**src/rtl/alu_pkg.sv**
```systemverilog
// Shared definitions for the ALU frame sequencer: FSM states, ALU select codes
// and the bit layout of the op byte.
package alu_pkg;

  typedef enum logic [2:0] {
    StGetA,
    StGetB,
    StGetOp,
    StExec,
    StResult
  } state_e;

  localparam logic [2:0] SEL_ADD = 3'd0;
  localparam logic [2:0] SEL_SUB = 3'd1;
  localparam logic [2:0] SEL_AND = 3'd2;
  localparam logic [2:0] SEL_OR  = 3'd3;
  localparam logic [2:0] SEL_XOR = 3'd4;
  localparam logic [2:0] SEL_NOT = 3'd5;
  localparam logic [2:0] SEL_SHL = 3'd6;
  localparam logic [2:0] SEL_SHR = 3'd7;

  localparam int unsigned OP_SEL_LSB   = 0;
  localparam int unsigned OP_SEL_W     = 3;
  localparam int unsigned OP_CHAIN_BIT = 7;

endpackage

```
**src/rtl/alu_frame_sequencer_if.sv**
```systemverilog
// Byte-in, ALU and result handshake signals of the frame sequencer.
// The master side is the sequencer; the slave side is producer, ALU and consumer.
interface alu_frame_sequencer_if;
  logic [7:0] in_data;
  logic       in_valid;
  logic       in_ready;
  logic [7:0] alu_a;
  logic [7:0] alu_b;
  logic [2:0] alu_sel;
  logic [7:0] alu_result;
  logic       alu_cout;
  logic [7:0] res_data;
  logic       res_cout;
  logic       res_valid;
  logic       res_ready;
  logic       busy;

  modport master (
    input  in_data, in_valid, alu_result, alu_cout, res_ready,
    output in_ready, alu_a, alu_b, alu_sel, res_data, res_cout, res_valid, busy
  );

  modport slave (
    output in_data, in_valid, alu_result, alu_cout, res_ready,
    input  in_ready, alu_a, alu_b, alu_sel, res_data, res_cout, res_valid, busy
  );
endinterface

```
**src/rtl/alu_frame_sequencer.sv**
```systemverilog
// Assembles A, B, op byte frames into registered ALU operands, waits ALU_LATENCY
// cycles and offers the captured Result/Cout on a valid/ready handshake.
module alu_frame_sequencer
  import alu_pkg::*;
#(
  parameter int unsigned ALU_LATENCY = 0
) (
  input logic                  clk,
  input logic                  rst_n,
  alu_frame_sequencer_if.master bus
);

  localparam int unsigned     CntW    = $clog2(ALU_LATENCY + 2);
  localparam logic [CntW-1:0] CntLast = CntW'(ALU_LATENCY);

  state_e          state_q, state_d;
  logic [7:0]      alu_a_q, alu_a_d;
  logic [7:0]      alu_b_q, alu_b_d;
  logic [2:0]      alu_sel_q, alu_sel_d;
  logic [7:0]      res_data_q, res_data_d;
  logic            res_cout_q, res_cout_d;
  logic            chain_q, chain_d;
  logic [CntW-1:0] cnt_q, cnt_d;

  // in_ready is high in every GET state, so in_valid alone marks a transfer there.
  always_comb begin
    state_d    = state_q;
    alu_a_d    = alu_a_q;
    alu_b_d    = alu_b_q;
    alu_sel_d  = alu_sel_q;
    res_data_d = res_data_q;
    res_cout_d = res_cout_q;
    chain_d    = chain_q;
    cnt_d      = cnt_q;
    unique case (state_q)
      StGetA: begin
        if (bus.in_valid) begin
          alu_a_d = bus.in_data;
          state_d = StGetB;
        end
      end
      StGetB: begin
        if (bus.in_valid) begin
          alu_b_d = bus.in_data;
          state_d = StGetOp;
        end
      end
      StGetOp: begin
        if (bus.in_valid) begin
          alu_sel_d = bus.in_data[OP_SEL_LSB +: OP_SEL_W];
          chain_d   = bus.in_data[OP_CHAIN_BIT];
          cnt_d     = '0;
          state_d   = StExec;
        end
      end
      StExec: begin
        if (cnt_q == CntLast) begin
          res_data_d = bus.alu_result;
          res_cout_d = bus.alu_cout;
          state_d    = StResult;
        end else begin
          cnt_d = cnt_q + CntW'(1);
        end
      end
      StResult: begin
        if (bus.res_ready) begin
          // A chained frame reuses the result as A and only needs B and op.
          if (chain_q) begin
            alu_a_d = res_data_q;
            state_d = StGetB;
          end else begin
            state_d = StGetA;
          end
        end
      end
      default: state_d = StGetA;
    endcase
  end

  always_ff @(posedge clk or negedge rst_n) begin
    if (!rst_n) begin
      state_q    <= StGetA;
      alu_a_q    <= 8'h00;
      alu_b_q    <= 8'h00;
      alu_sel_q  <= 3'b000;
      res_data_q <= 8'h00;
      res_cout_q <= 1'b0;
      chain_q    <= 1'b0;
      cnt_q      <= '0;
    end else begin
      state_q    <= state_d;
      alu_a_q    <= alu_a_d;
      alu_b_q    <= alu_b_d;
      alu_sel_q  <= alu_sel_d;
      res_data_q <= res_data_d;
      res_cout_q <= res_cout_d;
      chain_q    <= chain_d;
      cnt_q      <= cnt_d;
    end
  end

  assign bus.in_ready  = (state_q == StGetA) || (state_q == StGetB) || (state_q == StGetOp);
  assign bus.res_valid = (state_q == StResult);
  assign bus.busy      = (state_q != StGetA);
  assign bus.alu_a     = alu_a_q;
  assign bus.alu_b     = alu_b_q;
  assign bus.alu_sel   = alu_sel_q;
  assign bus.res_data  = res_data_q;
  assign bus.res_cout  = res_cout_q;

endmodule

```
**src/flat_wrapper.sv**
```systemverilog
// flat-port wrapper written by rule: the top's interface ports become plain ports
module alu_frame_sequencer_flat import alu_pkg::*;
#(
  parameter int unsigned ALU_LATENCY = 0
)
  (clk, rst_n, bus_in_data, bus_in_valid, bus_alu_result, bus_alu_cout, bus_res_ready, bus_in_ready, bus_alu_a, bus_alu_b, bus_alu_sel, bus_res_data, bus_res_cout, bus_res_valid, bus_busy);
  alu_frame_sequencer_if bus_i ();
  input logic clk;
  input logic rst_n;
  input wire logic [$bits(bus_i.in_data)-1:0] bus_in_data;
  input wire logic [$bits(bus_i.in_valid)-1:0] bus_in_valid;
  input wire logic [$bits(bus_i.alu_result)-1:0] bus_alu_result;
  input wire logic [$bits(bus_i.alu_cout)-1:0] bus_alu_cout;
  input wire logic [$bits(bus_i.res_ready)-1:0] bus_res_ready;
  output wire logic [$bits(bus_i.in_ready)-1:0] bus_in_ready;
  output wire logic [$bits(bus_i.alu_a)-1:0] bus_alu_a;
  output wire logic [$bits(bus_i.alu_b)-1:0] bus_alu_b;
  output wire logic [$bits(bus_i.alu_sel)-1:0] bus_alu_sel;
  output wire logic [$bits(bus_i.res_data)-1:0] bus_res_data;
  output wire logic [$bits(bus_i.res_cout)-1:0] bus_res_cout;
  output wire logic [$bits(bus_i.res_valid)-1:0] bus_res_valid;
  output wire logic [$bits(bus_i.busy)-1:0] bus_busy;
  assign bus_i.in_data = bus_in_data;
  assign bus_i.in_valid = bus_in_valid;
  assign bus_i.alu_result = bus_alu_result;
  assign bus_i.alu_cout = bus_alu_cout;
  assign bus_i.res_ready = bus_res_ready;
  assign bus_in_ready = bus_i.in_ready;
  assign bus_alu_a = bus_i.alu_a;
  assign bus_alu_b = bus_i.alu_b;
  assign bus_alu_sel = bus_i.alu_sel;
  assign bus_res_data = bus_i.res_data;
  assign bus_res_cout = bus_i.res_cout;
  assign bus_res_valid = bus_i.res_valid;
  assign bus_busy = bus_i.busy;
  alu_frame_sequencer #(.ALU_LATENCY(ALU_LATENCY)) u_core (.clk(clk), .rst_n(rst_n), .bus(bus_i));
endmodule
```
**config.mk**
```make
export PLATFORM = sky130hd
export DESIGN_NAME = alu_frame_sequencer_flat
export DESIGN_NICKNAME = d
export VERILOG_FILES = /design/src/rtl/alu_pkg.sv /design/src/rtl/alu_frame_sequencer_if.sv /design/src/rtl/alu_frame_sequencer.sv /design/src/flat_wrapper.sv
export SDC_FILE = /design/constraint.sdc
export NUM_CORES = 1
export LEC_CHECK = 0
export CORE_AREA = 5 5 61 63
export DETAILED_ROUTE_END_ITERATION = 16
export DIE_AREA = 0 0 66 68
export PLACE_DENSITY = 0.81
export SLEW_MARGIN = 20
export SYNTH_ARGS = -nofsm -noshare
export SYNTH_HDL_FRONTEND = slang
export SYNTH_SLANG_ARGS = --single-unit
```
**constraint.sdc**
```tcl
create_clock -name clk -period 3.3 [get_ports clk]
set_input_delay 0.66 -clock clk [delete_from_list [all_inputs] [get_ports clk]]
set_output_delay 0.66 -clock clk [all_outputs]
set_load 0.05 [all_outputs]
```
==> results of run 1 <==
-- path summary, 6_finish.rpt --
check | from | end | cells after the start
worst max-delay path | u_core.state_q[2] | bus_res_valid | 3
worst min-delay path | u_core.bus.res_cout | u_core.bus.res_cout | 1
worst max register to register | u_core.state_q[2] | u_core.bus.alu_a[7] | 3
worst min register to register | u_core.bus.res_cout | u_core.bus.res_cout | 1
max in group asynchronous | rst_n | u_core.state_q[1] | 2
min in group asynchronous | rst_n | u_core.bus.res_data[0] | 2
-- per-stage QoR --
step	instance area [sq um]	setup slack [ps]
final	1988	569.1
after floorplan	1374	1270
after global placement	1929	960.5
after CTS	1988	550.3
after global routing	1988	481.3
after detailed placement	1929	931.3
-- layout by cell type, fill, tap and decap left out --
master           netlist  routed
clkbuf_4               0       5
nand2_1                1       1
or3_1                  1       1
nand2b_4               1       1
o21ai_0                1       1
clkbuf_1               0       2
nand3_1                1       1
nand3b_1               2       2
mux2_2                37      37
o21a_1                 1       1
inv_1                  1       1
or3b_2                 1       1
dfrtp_1               32      32
buf_4                  0       1
a21oi_1                2       2
nor3b_4                1       1
nand2b_1               1       1
nor2_1                 2       2
a21boi_4               1       1
clkbuf_8               0       1
o22ai_1                1       1
clkdlybuf4s50_1        0      51
-- cell families after synthesis --
family / synth area share
muxes: 0.3033
DFF: 0.5829
and+or+nand+nor: 0.06193
AOI/OAI and AO/OA: 0.03461
buffers and inverters: 0.01730
-- cell type report --
cell class / instances / area [sq um] / area share
inverter: 1 / 3.754 / 0.001888
clock buffer: 8 / 58.81 / 0.02958
timing repair buffer: 52 / 518.0 / 0.2605
multi-input combinational: 54 / 549.3 / 0.2763
sequential: 32 / 800.8 / 0.4028
tap: 46 / 57.56 / 0.02895
-- critical path, cell delays in order (launching register included) --
cell	delay [ps]
dfrtp_1	690
nand2_1	170
inv_1	90
clkdlybuf4s50_1	800
-- state kept, by name (all words and copies together) (netlist names) --
signal / count
u_core.bus.res_cout: 1
u_core.bus.alu_a: 8
u_core.bus.alu_sel: 3
u_core.bus.alu_b: 8
u_core.state_q: 3
u_core.chain_q: 1
u_core.bus.res_data: 8
-- routing by layer --
metal / wire (um) / up-vias / global-route usage
li1: - / 434 / -
met1: 1156 / 463 / 0.1696
met2: 1541 / 34 / 0.2653
met3: 212 / 5 / 0.03777
met4: 58 / 0 / 0.09137
met5: 0 / - / 0
==> impl_metrics.yaml, run 1 <==
run_status:
  status: "finished, final reports clean"
die:
  coreArea_sq_um: 3179
  die_area_sq_um: 4488
  die_y_um: 68
  initial_core_util: 0.4321
  dieWidth_um: 66
  rows: 21
  num_io_pins: 52
logic_synthesis:
  synth_flop_cell: "dfrtp_1"
  ys_types: 18
  synth_area_sq_um: 1374
  avgSynthCellArea_sq_um: 15.10
  post-synth-top-count-cell: "mux2_2"
  seq_area_frac_synth: 0.5829
  synthCells: 91
  synth_area_leaders: "dfrtp_1 58%, mux2_2 30%, buf_2 1.5%"
  async_flop_share: 1.000
  synthDominantCellAreaShare: 0.5829
  synth_edf_count: 0
  ys_ff_latch: 32
  yosysTopAreaCell: "dfrtp_1"
  synth_top_cells_by_count: "37 x mux2_2, 32 x dfrtp_1, 4 x buf_2"
  ys.warnings.count: 0
  synth_nets: 112
global_route:
  grt_max_degree: 33
  globalRoute.totalOverflow: 0
  grt_pass1_wl_mm: 5.050
  grt_pass1_vias: 1040
  grt_util_all_layers: 0.1526
  grt_antenna_before_repair: 0
layout:
  instances_no_fill: 193
  drive_gt1_frac: 0.3265
  fillers: 263
  fin_util: 0.6253
  area_delta_synth_final_pct: 44.72
  nNetsFinal: 167
  n_antenna_cell: 0
routing:
  route.detailed.drc: 0
  drt.antenna.violating_nets: 0
  finalWirelength_mm: 2.968
  firstDrtPassIters: 4
  num_vias: 936
  wire_per_inst_um: 15.38
  vias_per_cell: 4.850
  drt_iter0_markers: 61
cts:
  cts_resized: 0
  insertion_delay_ps: 330
  cts-htree-levels: 2
  cts_setup_buffers: 0
  cts_tree: "yes"
  clockBufferDepth: 2
  cts_made_buffers: 5
  cts-root-buf: "clkbuf_4"
  clkSlewWorstSetupHoldPaths_ps: 90
  cts_sinks: 32
  cts_hold_repair.buffers: 0
sta:
  drv_slew: 0
  period_share: 0.8275
  finalHoldViolCount: 0
  finalSetupTns_ps: 0
  slew-limit-headroom: 0.6360
  worstMarginPinSlew_ps: 545.9
  setup_violations: 0
  rsz0062_at_grt: "false"
  hold_ws_ps: 509.5
  fin_skew_ps: 2.916
  min_period_ps: 2731
  max_freq_mhz: 366.2
placed_design:
  placed_cells: 185
  port_buffers: 51
  dp_hpwl_mm: 2.254
  gp_congestion: 0.7758
setup_path:
  cp_data_required_time_ps: 2640
  critPathLaunchType: "flop"
  crit_type: "flop to output pin"
  cp-end-kind: "output pin"
  path_max_fanout: 16
  reg2reg_slack_ps: 1480
  cp.arrival_ps: 2070
run:
  drv_cap: 0
min_path:
  hold_class: "flop to flop"
Power of run 1 is left out: the tool's default activity adds up to more than one toggle a clock period on the data nets, which glitch-free logic cannot reach.
==> run 2, diff against run 1 <==
--- a/config.mk
+++ b/config.mk
@@ -5,10 +5,10 @@
 export SDC_FILE = /design/constraint.sdc
 export NUM_CORES = 1
 export LEC_CHECK = 0
-export CORE_AREA = 5 5 61 63
+export CORE_AREA = 5 5 66 68
 export DETAILED_ROUTE_END_ITERATION = 16
-export DIE_AREA = 0 0 66 68
-export PLACE_DENSITY = 0.81
+export DIE_AREA = 0 0 71 73
+export PLACE_DENSITY = 0.73
 export SLEW_MARGIN = 20
 export SYNTH_ARGS = -nofsm -noshare
 export SYNTH_HDL_FRONTEND = slang
==> constraint.sdc (replaced) <==
create_clock -name clk -period 2.2 [get_ports clk]
set_input_delay 0.44 -clock clk [delete_from_list [all_inputs] [get_ports clk]]
set_output_delay 0.44 -clock clk [all_outputs]
set_load 0.05 [all_outputs]
==> run 2 against run 1 <==
  * Global-route usage shrank 1.9 points
  * First-iteration DRC count shrank 36%
  * Worst setup slack lost 280 ps
  * Cell area grew 2.8%
  * Clock-buffer cell count is the same
  * Register-to-register slack lost 960 ps
  * Critical endpoint is now bus_res_data[2]
  * Cell count grew 3.1%
==> impl_metrics.yaml, run 2 (synthesis results as in run 1) <==
die:
  dieWidth_um: 71
  rows: 23
  initial_core_util: 0.3617
  num_io_pins: 52
  die_area_sq_um: 5183
  die_y_um: 73
  coreArea_sq_um: 3799
run_status:
  status: "finished, final reports clean"
cts:
  cts-htree-levels: 2
  clockBufferDepth: 2
  cts_resized: 0
  insertion_delay_ps: 280
  cts_sinks: 32
  cts_setup_buffers: 0
  cts_hold_repair.buffers: 0
  cts_tree: "yes"
  cts-root-buf: "clkbuf_8"
  clkSlewWorstSetupHoldPaths_ps: 60
  cts_made_buffers: 5
setup_path:
  r2r_end: "u_core.bus.alu_a[1]"
  cp_data_required_time_ps: 1760
  worstSetupEndpoint: "bus_res_data[2]"
  critPathLaunchType: "flop"
  critPathTopFamily: "buffers and inverters"
  max_stage_delay_ps: 820
  cp-end-kind: "output pin"
  crit_chain: "clkdlybuf4s50_1"
  critPathBufInv: 1
  path_depth: 1
  cp.arrival_ps: 1470
  ff2ff_path_depth: 3
  slowest_stage: "clkdlybuf4s50_1"
  r2r-start: "u_core.state_q[2]"
  worstSetupStartpoint: "u_core.bus.res_data[2]"
  reg2reg_slack_ps: 520
  crit_type: "flop to output pin"
  path_max_fanout: 3
sta:
  max_freq_mhz: 524.0
  finalHoldViolCount: 0
  slew-limit-headroom: 0.6331
  period_share: 0.8675
  drv_slew: 0
  fin_skew_ps: 6.288
  finalSetupTns_ps: 0
  rsz0062_at_grt: "false"
  setup_violations: 0
  worstMarginPinSlew_ps: 548.7
  min_period_ps: 1908
routing:
  vias_per_cell: 4.774
  route.detailed.drc: 0
  drt_iter0_markers: 39
  wire_per_inst_um: 16.22
  num_vias: 950
  firstDrtPassIters: 4
  finalWirelength_mm: 3.228
  drt.antenna.violating_nets: 0
global_route:
  grt_antenna_before_repair: 0
  grt_util_all_layers: 0.1332
  grt_max_degree: 33
  globalRoute.totalOverflow: 0
  grt_pass1_wl_mm: 5.106
  grt_pass1_vias: 991
placed_design:
  dp_hpwl_mm: 2.409
  gp_congestion: 0.7387
  port_buffers: 51
layout:
  area_delta_synth_final_pct: 48.82
  most-common-layout-cells: "48 x clkdlybuf4s50_1, 37 x mux2_2, 32 x dfrtp_1"
  n_antenna_cell: 0
  final_common_cell: "clkdlybuf4s50_1"
  drive_gt1_frac: 0.3557
  nNetsFinal: 169
  fillers: 339
min_path:
  hold_class: "flop to flop"
  hold_start: "u_core.bus.alu_a[3]"
run:
  drv_cap: 0
run 2: cell count changes in the layout (fill, tap and decap cells not counted), sizes merged:
cell           before  now
clkdlybuf4s50      51   48
buf                 1    6
run 2: worst register-to-register path, delay by kind of cell (launching register included):
| kind | cells | cell delay, ps |
|---|---|---|
| mux | 1 | 380 |
| flops | 1 | 580 |
| compound gates | 1 | 390 |
| simple gates | 1 | 220 |
run 2: final cells by class:
cell class                      count  area (sq um)  share of cell area
Clock buffer                        8         90.09             0.04406
Sequential cell                    32         800.8              0.3917
Multi-Input combinational cell     54         549.3              0.2687
Timing Repair Buffer               54         538.0              0.2632
Tap cell                           50         62.56             0.03060
Inverter                            1         3.754            0.001836
run 2: routing by layer:
metal	global-route usage	vias up	share of wire
met5	0	-	0
met4	0.08768	0	0.026
met3	0.03994	5	0.057
met2	0.2163	29	0.51
met1	0.1524	480	0.41
li1	-	436	-
run 2: worst min-delay path by stage:
| stage | cells past startpoint | to | slack, ps |
|---|---|---|---|
| global placement | 1 | u_core.bus.res_cout | 490 |
| CTS | 1 | u_core.bus.alu_a[1] | 510 |
| detailed placement | 1 | u_core.bus.alu_a[1] | 500 |
| floorplan | 0 | u_core.bus.alu_a[0] | 140 |
| global route | 1 | u_core.bus.alu_a[3] | 520 |
| finish | 1 | u_core.bus.alu_a[3] | 510 |
run 2: stage by stage:
stage | hold slack, ps | std cells | cell area, sq um | setup WS [ps] | util
final | 505.2 | 199 | 2044 | 291.6 | 0.5382
after global routing | 524.0 | 199 | 2044 | 235.5 | 0.5382
after CTS | 510.0 | 199 | 2044 | 268.5 | 0.5382
after global placement | 486.5 | 191 | 1954 | 241.9 | 0.5145
after floorplan | 144.4 | 91 | 1374 | 390.0 | -
after detailed placement | 495.9 | 191 | 1954 | 233.3 | 0.5145
Power of run 2 is left out for the same reason.
==> run 3, diff against run 2 <==
--- a/config.mk
+++ b/config.mk
@@ -5,10 +5,10 @@
 export SDC_FILE = /design/constraint.sdc
 export NUM_CORES = 1
 export LEC_CHECK = 0
-export CORE_AREA = 5 5 66 68
+export CORE_AREA = 5 5 63 65
 export DETAILED_ROUTE_END_ITERATION = 16
-export DIE_AREA = 0 0 71 73
-export PLACE_DENSITY = 0.73
+export DIE_AREA = 0 0 68 70
+export PLACE_DENSITY = 0.76
 export SLEW_MARGIN = 20
 export SYNTH_ARGS = -nofsm -noshare
 export SYNTH_HDL_FRONTEND = slang
==> constraint.sdc (replaced) <==
create_clock -name clk -period 2.15 [get_ports clk]
set_input_delay 0.43 -clock clk [delete_from_list [all_inputs] [get_ports clk]]
set_output_delay 0.43 -clock clk [all_outputs]
set_load 0.05 [all_outputs]
==> run 3 against run 2 <==
  * Utilization increased by 9.0 points
  * Global-route usage increased by 1.6 points
  * Via count decreased by 1.5%
  * Non-clock buffer count increased by 1
  * Critical path type unchanged
  * Critical endpoint is now bus_alu_b[6]
==> impl_metrics.yaml, run 3 (synthesis results as in run 1) <==
run_status:
  status: "finished, final reports clean"
routing:
  vias_per_cell: 4.776
  num_vias: 936
  route.detailed.drc: 0
  drt.antenna.violating_nets: 0
  drt_iter0_markers: 108
  wire_per_inst_um: 15.94
  firstDrtPassIters: 4
  finalWirelength_mm: 3.125
cts:
  insertion_delay_ps: 330
  clockBufferDepth: 2
  cts-root-buf: "clkbuf_4"
  cts_sinks: 32
  cts_hold_repair.buffers: 0
  cts-htree-levels: 2
  cts_made_buffers: 5
  cts_setup_buffers: 0
  cts_resized: 0
  cts_tree: "yes"
  clkSlewWorstSetupHoldPaths_ps: 100
die:
  dieWidth_um: 68
  rows: 21
  num_io_pins: 52
  die_y_um: 70
  coreArea_sq_um: 3284
  initial_core_util: 0.4183
  die_area_sq_um: 4760
global_route:
  grt_max_degree: 33
  grt_util_all_layers: 0.1492
  grt_antenna_before_repair: 0
  grt_pass1_wl_mm: 5.299
  grt_pass1_vias: 1051
  globalRoute.totalOverflow: 0
setup_path:
  critPathLaunchType: "flop"
  crit_type: "flop to output pin"
  path_max_fanout: 2
  max_stage_delay_ps: 820
  critPathBufInv: 1
  crit_chain: "clkdlybuf4s50_1"
  critPathTopFamily: "buffers and inverters"
  slowest_stage: "clkdlybuf4s50_1"
  cp_data_required_time_ps: 1720
  cp.arrival_ps: 1520
  cp-end-kind: "output pin"
layout:
  nNetsFinal: 170
  fin_util: 0.6286
  instances_no_fill: 196
  n_antenna_cell: 0
  drive_gt1_frac: 0.3733
  fillers: 266
  most-common-layout-cells: "48 x clkdlybuf4s50_1, 37 x mux2_2, 32 x dfrtp_1"
  final_common_cell: "clkdlybuf4s50_1"
  area_delta_synth_final_pct: 50.27
placed_design:
  dp_hpwl_mm: 2.382
  port_buffers: 51
  gp_congestion: 0.7446
  placed_cells: 188
sta:
  min_period_ps: 1954
  setup_violations: 0
  fin_skew_ps: 7.934
  worstMarginPinSlew_ps: 564.0
  rsz0062_at_grt: "false"
  slew-limit-headroom: 0.6229
  finalSetupTns_ps: 0
  max_freq_mhz: 511.7
  finalHoldViolCount: 0
  hold_ws_ps: 501.8
  period_share: 0.9090
  drv_slew: 0
run:
  drv_cap: 0
min_path:
  hold_class: "primary input to asynchronous set/reset pin"
[run 3: cell types whose count changed in the layout (fill, tap and decap cells not counted)]
cell,delta
clkbuf_1,-2
clkbuf_4,+5
buf_12,+1
bufinv_16,+1
clkbuf_8,-4
[run 3: metal layers]
metal | GRT usage | up-vias | part of all wire
met5 | 0 | - | 0
met4 | 0.04636 | 0 | 0.011
met3 | 0.05929 | 5 | 0.075
met2 | 0.2334 | 35 | 0.49
met1 | 0.1860 | 456 | 0.42
li1 | - | 440 | -
[run 3: final timing paths]
check	cells after the start	endpoint	startpoint	slack [ps]
max in group asynchronous	2	u_core.bus.alu_b[5]	rst_n	1350
hold / removal	2	u_core.bus.alu_sel[0]	rst_n	500
setup / recovery	1	bus_alu_b[6]	u_core.bus.alu_b[6]	200
min in group clk	1	u_core.bus.alu_b[3]	u_core.bus.alu_b[3]	510
setup reg to reg	3	u_core.bus.alu_a[5]	u_core.state_q[2]	450
hold reg to reg	1	u_core.bus.alu_b[3]	u_core.bus.alu_b[3]	510
[run 3: final cells by class]
class | instances | area, sq um | area share
sequential | 32 | 800.8 | 0.3879
clock inverter | 1 | 30.03 | 0.01455
tap | 46 | 57.56 | 0.02788
multi-input combinational | 54 | 549.3 | 0.2661
inverter | 1 | 3.754 | 0.001818
timing repair buffer | 55 | 558.0 | 0.2703
clock buffer | 7 | 65.06 | 0.03152
[run 3: metrics by stage]
| step | setup slack, ps | instance area, sq um |
|---|---|---|
| floorplan | 350.0 | 1374 |
| global placement | 210.3 | 1969 |
| detailed placement | 185.1 | 1969 |
| CTS | 162.4 | 2064 |
| global route | 119.0 | 2064 |
| finish | 195.7 | 2064 |
Power of run 3 is left out for the same reason.
